===== src/rtl/add_subb_serial_if.sv =====
// Operand/result handshake bundle for add_subb_serial.
// Carries z only when ADD_SUBB_SERIAL_ZERO_EN is defined.
interface add_subb_serial_if #(
    parameter int unsigned W = 4,
    parameter int unsigned N = 2
);
    logic           in_valid;
    logic           in_ready;
    logic           subb_a;
    logic           subb_b;
    logic [N*W-1:0] a;
    logic [N*W-1:0] b;
    logic           out_valid;
    logic           out_ready;
    logic [N*W-1:0] s;
    logic           ovf;
`ifdef ADD_SUBB_SERIAL_ZERO_EN
    logic           z;
`endif

    modport master (
        output in_valid, subb_a, subb_b, a, b, out_ready,
        input  in_ready, out_valid, s, ovf
`ifdef ADD_SUBB_SERIAL_ZERO_EN
        , input z
`endif
    );

    modport slave (
        input  in_valid, subb_a, subb_b, a, b, out_ready,
        output in_ready, out_valid, s, ovf
`ifdef ADD_SUBB_SERIAL_ZERO_EN
        , output z
`endif
    );
endinterface


===== src/rtl/add_subb_serial.sv =====
// Limb-serial signed add/subtract: s = (+/-a) + (+/-b), one W-bit limb per enabled clock.
// Optional zero flag z is built when ADD_SUBB_SERIAL_ZERO_EN is defined.
module add_subb_serial #(
    parameter int unsigned W = 4,
    parameter int unsigned N = 2
) (
    input logic             clk,
    input logic             rst,
    input logic             ena,
    add_subb_serial_if.slave bus
);
    localparam int unsigned CW = $clog2(N);

    typedef enum logic [1:0] {StIdle, StRun, StDone} state_e;

    state_e                state_q;
    logic [CW-1:0]         cnt_q;
    logic [1:0]            carry_q;
    logic [N-1:0][W-1:0]   a_q;
    logic [N-1:0][W-1:0]   b_q;
    logic [N-1:0][W-1:0]   s_q;
    logic                  subb_a_q;
    logic                  subb_b_q;
    logic                  ovf_q;

    logic [W-1:0]          limb_a;
    logic [W-1:0]          limb_b;
    logic [W+1:0]          limb_sum;
    logic [W+1:0]          top_sum;
    logic                  last_limb;
    logic                  top_ovf;

    // Negation is invert here plus the +1 preloaded into the carry at accept.
    always_comb begin
        limb_a    = a_q[cnt_q] ^ {W{subb_a_q}};
        limb_b    = b_q[cnt_q] ^ {W{subb_b_q}};
        limb_sum  = {2'b00, limb_a} + {2'b00, limb_b} + {{W{1'b0}}, carry_q};
        top_sum   = {{2{limb_a[W-1]}}, limb_a} + {{2{limb_b[W-1]}}, limb_b}
                    + {{W{1'b0}}, carry_q};
        top_ovf   = (top_sum != {{2{top_sum[W-1]}}, top_sum[W-1:0]});
        last_limb = (cnt_q == CW'(N - 1));
    end

`ifdef ADD_SUBB_SERIAL_ZERO_EN
    logic nz_q;
    logic z_q;
`endif

    always_ff @(posedge clk) begin
        if (rst) begin
            state_q  <= StIdle;
            cnt_q    <= '0;
            carry_q  <= '0;
            a_q      <= '0;
            b_q      <= '0;
            s_q      <= '0;
            subb_a_q <= 1'b0;
            subb_b_q <= 1'b0;
            ovf_q    <= 1'b0;
`ifdef ADD_SUBB_SERIAL_ZERO_EN
            nz_q     <= 1'b0;
            z_q      <= 1'b0;
`endif
        end else if (ena) begin
            case (state_q)
                StIdle: begin
                    if (bus.in_valid) begin
                        a_q      <= bus.a;
                        b_q      <= bus.b;
                        subb_a_q <= bus.subb_a;
                        subb_b_q <= bus.subb_b;
                        carry_q  <= {1'b0, bus.subb_a} + {1'b0, bus.subb_b};
                        cnt_q    <= '0;
`ifdef ADD_SUBB_SERIAL_ZERO_EN
                        nz_q     <= 1'b0;
`endif
                        state_q  <= StRun;
                    end
                end
                StRun: begin
                    s_q[cnt_q] <= limb_sum[W-1:0];
                    carry_q    <= limb_sum[W+1:W];
`ifdef ADD_SUBB_SERIAL_ZERO_EN
                    nz_q       <= nz_q | (|limb_sum[W-1:0]);
`endif
                    if (last_limb) begin
                        ovf_q   <= top_ovf;
`ifdef ADD_SUBB_SERIAL_ZERO_EN
                        z_q     <= ~(nz_q | (|limb_sum[W-1:0]));
`endif
                        cnt_q   <= '0;
                        state_q <= StDone;
                    end else begin
                        cnt_q <= cnt_q + CW'(1);
                    end
                end
                StDone: begin
                    if (bus.out_ready) begin
                        state_q <= StIdle;
                    end
                end
                default: state_q <= StIdle;
            endcase
        end
    end

    assign bus.in_ready  = (state_q == StIdle);
    assign bus.out_valid = (state_q == StDone);
    assign bus.s         = s_q;
    assign bus.ovf       = ovf_q;
`ifdef ADD_SUBB_SERIAL_ZERO_EN
    assign bus.z         = z_q;
`endif
endmodule


===== src/flat_wrapper.sv =====
// flat-port wrapper written by rule: the top's interface ports become plain ports
module add_subb_serial_flat 
#(
    parameter int unsigned W = 4,
    parameter int unsigned N = 2
)
  (clk, rst, ena, bus_in_valid, bus_subb_a, bus_subb_b, bus_a, bus_b, bus_out_ready, bus_in_ready, bus_out_valid, bus_s, bus_ovf);
  add_subb_serial_if #(.W(W), .N(N)) bus_i ();
  input logic clk;
  input logic rst;
  input logic ena;
  input wire logic [$bits(bus_i.in_valid)-1:0] bus_in_valid;
  input wire logic [$bits(bus_i.subb_a)-1:0] bus_subb_a;
  input wire logic [$bits(bus_i.subb_b)-1:0] bus_subb_b;
  input wire logic [$bits(bus_i.a)-1:0] bus_a;
  input wire logic [$bits(bus_i.b)-1:0] bus_b;
  input wire logic [$bits(bus_i.out_ready)-1:0] bus_out_ready;
  output wire logic [$bits(bus_i.in_ready)-1:0] bus_in_ready;
  output wire logic [$bits(bus_i.out_valid)-1:0] bus_out_valid;
  output wire logic [$bits(bus_i.s)-1:0] bus_s;
  output wire logic [$bits(bus_i.ovf)-1:0] bus_ovf;
  assign bus_i.in_valid = bus_in_valid;
  assign bus_i.subb_a = bus_subb_a;
  assign bus_i.subb_b = bus_subb_b;
  assign bus_i.a = bus_a;
  assign bus_i.b = bus_b;
  assign bus_i.out_ready = bus_out_ready;
  assign bus_in_ready = bus_i.in_ready;
  assign bus_out_valid = bus_i.out_valid;
  assign bus_s = bus_i.s;
  assign bus_ovf = bus_i.ovf;
  add_subb_serial #(.W(W), .N(N)) u_core (.clk(clk), .rst(rst), .ena(ena), .bus(bus_i));
endmodule

===== config.mk =====
export PLATFORM = sky130hd
export DESIGN_NAME = add_subb_serial_flat
export DESIGN_NICKNAME = d
export VERILOG_FILES = /design/src/rtl/add_subb_serial_if.sv /design/src/rtl/add_subb_serial.sv /design/src/flat_wrapper.sv
export SDC_FILE = /design/constraint.sdc
export NUM_CORES = 1
export LEC_CHECK = 0
export CAP_MARGIN = 40
export CORE_ASPECT_RATIO = 1.4
export CORE_UTILIZATION = 53
export CTS_BUF_LIST = sky130_fd_sc_hd__clkbuf_4
export DETAILED_ROUTE_END_ITERATION = 10
export HOLD_SLACK_MARGIN = 0.12
export PLACE_DENSITY = 0.82
export SYNTH_ARGS = -nofsm -noshare
export SYNTH_HDL_FRONTEND = slang
export SYNTH_SLANG_ARGS = --single-unit

===== constraint.sdc =====
create_clock -name clk -period 3.6 [get_ports clk]
set_input_delay 1.08 -clock clk [delete_from_list [all_inputs] [get_ports clk]]
set_output_delay 1.08 -clock clk [all_outputs]
set_load 0.01 [all_outputs]

-- Word level (Yosys, flattened, before mapping)
Index checks and enable logic that the tools add are counted.
- bits in registers: 32
- input port bits: 23
- word-level logic and storage cells: 52
- add/sub/neg operators: 6
- order comparisons: 2
- equal/unequal tests: 6
- multiplexer cells: 16
- bitwise gates (word level): 2
- reduce and logical (&&, ||, !) cells: 8
- operators with widths (kind ; number):
    two-way mux 4 bit ; 5
    adder 6 x 2 -> 6 bit ; 2
    adder 4 x 4 -> 5 bit ; 2
    AND reduction 3 bit ; 3
    bitwise mux 8 bit ; 1
    two-way mux 2 bit ; 4
    XOR 4 bit ; 2
    case mux 2 bit (3 select lines) ; 1
    demux 4 bit (select 1 bit) ; 1
    != test 2 bit (second input constant) ; 2
    case mux 2 bit (2 select lines) ; 1
    AND reduction 4 bit ; 1
    adder 1 x 1 -> 2 bit ; 1
    == test 2 x 1 -> 1 bit (second input constant) ; 1
    == test 2 bit (second input constant) ; 1
    logical NOT 2 bit ; 1
    less-than comparator 1 x 2 -> 1 bit (second input constant) ; 1
    two-way mux 1 bit ; 2
    != test 2 x 1 -> 1 bit (second input constant) ; 1
    != test 2 bit ; 1
    case mux 1 bit (2 select lines) ; 1
    AND reduction 2 bit ; 1
    nonzero test 2 bit ; 1
    adder 1 bit (second input constant) ; 1
    2 further kinds ; 2

-- Logic depth before layout (Yosys ltp)
Gate-level depths: netlist of run 1.
- depth after elaboration: 6
- depth in mapped cells: 11

-- Worst setup path before layout of run 1
No wires, ideal clock.
- path type: reg2reg
- from: register u_core.cnt_q
- to: register u_core.ovf_q (netlist: u_core.bus.ovf)
- setup time: 0.084 ns
- data arrival time: 2.810 ns
- required time: 3.516 ns
- slack: 0.706 ns
- stages on the path, launching flop included: 12
- period minus slack after synthesis: 2.894 ns
- cell sequence: dfxtp_1 -> buf_2 -> mux2i_1 -> xnor2_1 -> ha_1 -> fa_1 -> ha_1 -> a21oi_1 -> nor2_1 -> o32a_1 -> o2111a_1 -> o31ai_2
- word-level cells in the longest chain between the ends: 6
- RTL lines (item ; line ; RTL):
    from (decl) ; add_subb_serial.sv:17 ; logic [CW-1:0] cnt_q;
    from (signal assigned) ; add_subb_serial.sv:94 ; cnt_q <= cnt_q + CW'(1);
    two-way mux 4 bit (on tied branches) (2 in series) ; add_subb_serial.sv:35, add_subb_serial.sv:36 ;
    XOR 4 bit (on tied branches) ; add_subb_serial.sv:35, add_subb_serial.sv:36 ;
    adder 4 x 4 -> 5 bit ; add_subb_serial.sv:38 ; top_sum = {{2{limb_a[W-1]}}, limb_a} + {{2{limb_b[W-1]}}, limb_b}
    adder 6 x 2 -> 6 bit ; add_subb_serial.sv:39 ; + {{W{1'b0}}, carry_q};
    != test 2 bit ; add_subb_serial.sv:40 ; top_ovf = (top_sum != {{2{top_sum[W-1]}}, top_sum[W-1:0]});
    to (signal assigned) ; add_subb_serial.sv:87 ; ovf_q <= top_ovf;
    to (decl) ; add_subb_serial.sv:24 ; logic ovf_q;
Several ways; a longest one is shown, not always the timed one. The select of a mux whose other input is x is not followed.
A chain may end at the register's enable or synchronous reset.

-- Worst setup path after layout of run 1
Same ends and word-level chain as after synthesis.

==> results.tsv, run 1 <==
metric	value	unit
multi-input logic area	988	um2
fin crit share	90.3	%
vias in the first global route	1419	
Vias	1465	
ys async rst share	0	%
DRT iter0 DRCs	29	
final slew viol count	0	
EDFF count, synth	0	
Sequential Power Share	49.9	%
clock share of power	26.6	%
Internal Power	0.553	mW
commonest non-fill, non-tap cell in the layout	nand2_1	
max_cap viols	0	
Pre-Repair DR Iteration Count	4	
run status	complete, no violations	
hold_sp	u_core.a_q[3]	
CTS root buf	clkbuf_4	
# setup viols final	0	
CTS Sinks	32	
H-tree depth	2	
Worst Path Arrival	3500	ps
I/O Buffers	33	
initial antenna violation count	0	
min Tclk post-route	3250	ps
Slowest-stage cell, CP	dfxtp_1	
ys flop type	dfxtp_1	
CTS Buf Count	5	
max_slew headroom	55.7	%
drt via density	5.47	
post-CTS resize count	0	
Hold Crit Class	register to register	
DIE AREA	0.00342	mm2
Filler cells	249	
CP Cell Sequence	mux2i_1 -> xnor2_1 -> ha_1 -> fa_1 -> ha_1 -> a21oi_1 -> nor2_1 -> o32a_1 -> o2111a_1 -> o31ai_2	
slowest stage delay, CP	710	ps
register area	641	um2
DR WL/cell	12.6	um
Ant. Diodes	0	
cell mode on critical path	ha_1	
hpwl dp	2.56	mm
clock buffer depth	2	
most frequent cells in the layout	nand2_1 (41), clkdlybuf4s50_1 (33), dfxtp_1 (32)	
gpl congestion	0.909	
Min-Delay Path Depth	2	
sequential cell area fraction in the yosys report	38.0	%
Required @ worst endpoint	3850	ps
Hold Vio Cnt, Final	0	
Antenna Nets Post-Route	0	
skew final	5.25	ps
R2R Setup Slk	350	ps
synth top area cells	dfxtp_1 (38%), nand2_1 (9.1%), a21oi_1 (7.7%)	
Syn Area/Cell	8.48	um2
Peak VDD IR	0.234	mV
Die Y	68.8	um
Congestion Overflow GR	0	
Critical Path Fanout Max	12	
Net Sw Power	0.222	mW
worst hold slack	464	ps
distinct cell type count after synthesis	38	
die width	49.7	um
Clock Latency Late Sink	340	ps
R2R depth	10	
worst r2r dst	u_core.bus.ovf	
Starting Density	57.5	%
synthesized area	0.00169	mm2
CORE AREA	0.00294	mm2
Routed WL	3.38	mm
Inst Count DP	260	
largest net degree at the start of global routing	22	
Total GRT Usage	23.3	%
area growth from synthesis to final layout	23.5	%
Gate Count Post-Synth	199	
Startpoint Class	register	
post-CTS setup buffers	0	
Pwr Total	0.775	mW
non-filler instance count after layout	268	
DR DRC count	0	
flops & latches, synth	32	
WHS Endpoint	u_core.a_q[3]	
RSZ-0062 raised after global routing	no	
synth warn	0	
pwr/cell area	372	mW/mm2
Leak	0.795	nW
sw frac	28.6	%
FP Rows	23	
setup TNS	0	ps
CTS tree	done	
num ports	34	
first-pass GRT wire length	5.84	mm
Layout Nets	262	
Yosys top cell by area	dfxtp_1	
Clock transition at path regs	90	ps
share of layout cells above drive strength 1	6.93	%
critical path endpoint category	register	
Crit Path Category	register to register	
syn nets	231	
Fmax achieved	308	MHz
Synth top area share	38.0	%
Reg-to-Reg Start	u_core.cnt_q	
Worst Tran Pin Value	662	ps
Gate power share	23.6	%
hold buffers post-CTS	0	
## area by class of cell
cell class / instances / area share, %
Clock buffer: 7 / 2.52
Sequential cell: 32 / 30.7
Timing Repair Buffer: 34 / 16.2
Tap cell: 37 / 2.22
Clock inverter: 1 / 0.180
Multi-Input combinational cell: 153 / 47.4
Inverter: 4 / 0.720
## synth_stat cells, drive strengths merged (2+ instances only)
cell type / count
o21ai: 2
a211oi: 2
nand2: 41
xnor2: 12
a21o: 2
and2b: 3
nand3: 2
fa: 2
nand3b: 2
clkbuf: 5
a21oi: 26
nor2: 20
nor2b: 3
inv: 4
dfxtp: 32
ha: 7
buf: 5
mux2i: 13
## state kept, by name, summed over array words and instances (netlist names)
register,cells
u_core.cnt_q,1
u_core.b_q,8
u_core.subb_b_q,1
u_core.state_q,2
u_core.bus.s,8
u_core.carry_q,2
u_core.bus.ovf,1
u_core.subb_a_q,1
u_core.a_q,8
## worst max path at each step
stage                      start              to  slack (ps)  depth (start not counted)
global route        u_core.cnt_q  u_core.bus.ovf         130                         10
floorplan           u_core.cnt_q  u_core.bus.ovf         710                         11
detailed placement  u_core.cnt_q  u_core.bus.ovf         380                         10
CTS                 u_core.cnt_q  u_core.bus.ovf         370                         10
finish              u_core.cnt_q  u_core.bus.ovf         350                         10
global placement    u_core.cnt_q  u_core.bus.ovf         510                         10
## layer usage
layer | global-route usage, % | vias up | routed length (um) | share of wire, %
li1 | - | 734 | - | -
met5 | 0 | - | 0 | 0
met2 | 44.3 | 39 | 1820 | 54
met1 | 21.9 | 687 | 1340 | 40
met3 | 7.24 | 5 | 141 | 4.2
met4 | 13.6 | 0 | 72 | 2.1
## logic make-up (layout without fill, tap and decap cells)
logic type               Yosys count  count (layout)  share of synthesized area, %
AO/OA/AOI/OAI                     39              39                          14.0
multiplexers                      14              14                          8.38
AND/OR/NAND/NOR                   78              78                          21.0
XOR/XNOR                          13              13                          7.64
adder cells (fa/ha/maj)            9               9                          7.56
buffers and inverters             14              46                          3.48
flip-flops                        32              32                          38.0
## power by group through the flow
| stage | clock network [mW] | registers [mW] | logic [mW] |
|---|---|---|---|
| floorplan | 0 | 0.387 | 0.130 |
| global placement | 0 | 0.394 | 0.174 |
| detailed placement | 0 | 0.395 | 0.182 |
| CTS | 0.213 | 0.386 | 0.183 |
| global route | 0.233 | 0.389 | 0.203 |
| finish | 0.206 | 0.386 | 0.183 |
## metrics by stage
step	utilization [%]	instance area, um2	setup WS (ps)
final	71.0	2080	349
after global routing	71.0	2080	134
after CTS	71.0	2080	369
after detailed placement	69.1	2030	384
after global placement	69.1	2030	508
after floorplan	-	1690	706
## critical path, delay by kind of cell (launching register included)
family,cells,cell delay (ps)
and+or+nand+nor,1,120
muxes,1,300
xor gates and xnor gates,1,160
AOI/OAI and AO/OA,4,920
DFF,1,710
adders and majority gates,3,980
Power figures use the tool's default switching activity.
==> inputs of run 2 (changes only) <==
--- a/config.mk
+++ b/config.mk
@@ -11,7 +11,7 @@
 export CTS_BUF_LIST = sky130_fd_sc_hd__clkbuf_4
 export DETAILED_ROUTE_END_ITERATION = 10
 export HOLD_SLACK_MARGIN = 0.12
-export PLACE_DENSITY = 0.82
+export PLACE_DENSITY = 0.89
 export SYNTH_ARGS = -nofsm -noshare
 export SYNTH_HDL_FRONTEND = slang
 export SYNTH_SLANG_ARGS = --single-unit
==> results.tsv, run 2 (same netlist as run 1, synthesis figures left out) <==
metric	value	unit	change
Vias	1437		-1.9%
Die Y	68.8	um	unchanged
Total GRT Usage	23.2	%	-0.044 points
hpwl dp	2.56	mm	about the same
Layout Nets	262		unchanged
CTS Sinks	32		unchanged
fin crit share	88.2	%	-2.1 points
crit path launch	u_core.cnt_q		
Startpoint Class	register		
CORE AREA	0.00294	mm2	unchanged
Clock transition at path regs	90	ps	about the same
largest net degree at the start of global routing	19		-14%
H-tree depth	2		unchanged
Gate power share	23.4	%	-0.2 points
Worst Path Arrival	3430	ps	-70 ps
CTS Buf Count	5		unchanged
Pre-Repair DR Iteration Count	4		unchanged
Crit Path Category	register to register		
pre-CTS WS	449	ps	+64.4 ps
Congestion Overflow GR	0		unchanged
setup ws final	425	ps	+75.4 ps
Peak VDD IR	0.298	mV	+27%
post-CTS resize count	0		unchanged
CTS root buf	clkbuf_4		
Antenna Nets Post-Route	0		unchanged
DR DRC count	0		unchanged
share of layout cells above drive strength 1	6.93	%	unchanged
Leak	0.795	nW	unchanged
Required @ worst endpoint	3860	ps	about the same
post-CTS setup buffers	0		unchanged
hold buffers post-CTS	0		unchanged
first-pass GRT wire length	5.83	mm	-0.12%
vias in the first global route	1412		-0.49%
gpl congestion	0.879		-3.4%
# setup viols final	0		unchanged
Starting Density	57.5	%	unchanged
DRT iter0 DRCs	19		-34%
Ant. Diodes	0		unchanged
Routed WL	3.32	mm	-1.8%
clock buffer depth	2		unchanged
Clock Latency Late Sink	330	ps	about the same
most frequent cells in the layout	nand2_1 (41), clkdlybuf4s50_1 (33), dfxtp_1 (32)		
Net Sw Power	0.218	mW	-1.5%
FP Rows	23		unchanged
DR WL/cell	12.4	um	-1.8%
clock share of power	26.5	%	about the same
RSZ-0062 raised after global routing	no		
Hold Vio Cnt, Final	0		unchanged
Internal Power	0.553	mW	about the same
DIE AREA	0.00342	mm2	unchanged
I/O Buffers	33		unchanged
final slew viol count	0		unchanged
Fmax achieved	315	MHz	+2.4%
setup TNS	0	ps	unchanged
max_slew headroom	55.9	%	+0.21 points
initial antenna violation count	0		unchanged
Hold Crit Class	register to register		
CTS tree	done		
max_cap viols	0		unchanged
run status	complete, no violations		
Filler cells	257		+3.2%
drt via density	5.36		-1.9%
min Tclk post-route	3180	ps	-75.4 ps
Critical Path Fanout Max	12		unchanged
Reg-to-Reg Start	u_core.cnt_q		
skew final	3.96	ps	-1.29 ps
area growth from synthesis to final layout	23.5	%	unchanged
critical path endpoint category	register		
die width	49.7	um	unchanged
Sequential Power Share	50.1	%	+0.2 points
num ports	34		unchanged
hold_sp	u_core.a_q[5]		
pwr/cell area	370	mW/mm2	-0.43%
final design utilization	71.0	%	unchanged
sw frac	28.3	%	-0.31 points
commonest non-fill, non-tap cell in the layout	nand2_1		
Worst Tran Pin Value	659	ps	-3.17 ps
run 2: cell counts in the layout (fill, tap and decap cells not counted):
Identical to the previous run, type by type.
run 2: worst paths after layout:
check,cells after the start,slack [ps],endpoint
max,10,420,u_core.bus.ovf
max reg2reg,10,420,u_core.bus.ovf
min reg2reg,2,460,u_core.a_q[5]
min,2,460,u_core.a_q[5]
run 2: layout make-up:
type	count	area, um2	share of cell area, %
repair buffers	34	338	16.2
multi-input cells	153	988	47.4
inverters	4	15.0	0.720
clock buffers	7	52.6	2.52
flip-flops and latches	32	641	30.7
clock inverters	1	3.75	0.180
well taps	37	46.3	2.22
run 2: critical path, stage by stage (launching register included):
cell and delay [ps]:
dfxtp_1 700, mux2i_1 280, xnor2_1 140, ha_1 200, fa_1 460, ha_1 300, a21oi_1 180, nor2_1 110
o32a_1 370, o2111a_1 160, o31ai_2 200
run 2: power groups by stage:
stage,Combinational (mW),Clock [mW],Sequential (mW)
2_1_floorplan,0.130,0,0.387
3_3_place_gp,0.175,0,0.394
3_5_place_dp,0.180,0,0.395
4_1_cts,0.182,0.212,0.387
5_1_grt,0.203,0.228,0.390
6_report,0.181,0.204,0.387
run 2: metal layers:
metal,track usage (%),vias to the layer above,part of all wire (%)
li1,-,734,-
met1,21.4,658,38
met2,44.9,35,55
met3,6.80,10,3.6
met4,13.9,0,2.9
met5,0,-,0
run 2: metrics by stage:
step / cell area [um2] / power (mW) / std cells / hold WS, ps
after detailed placement: 2030 / 0.575 / 260 / 449
after global placement: 2030 / 0.569 / 260 / 444
final: 2080 / 0.771 / 268 / 461
after global routing: 2080 / 0.821 / 268 / 495
after CTS: 2080 / 0.780 / 268 / 463
after floorplan: 1690 / 0.517 / 199 / 436
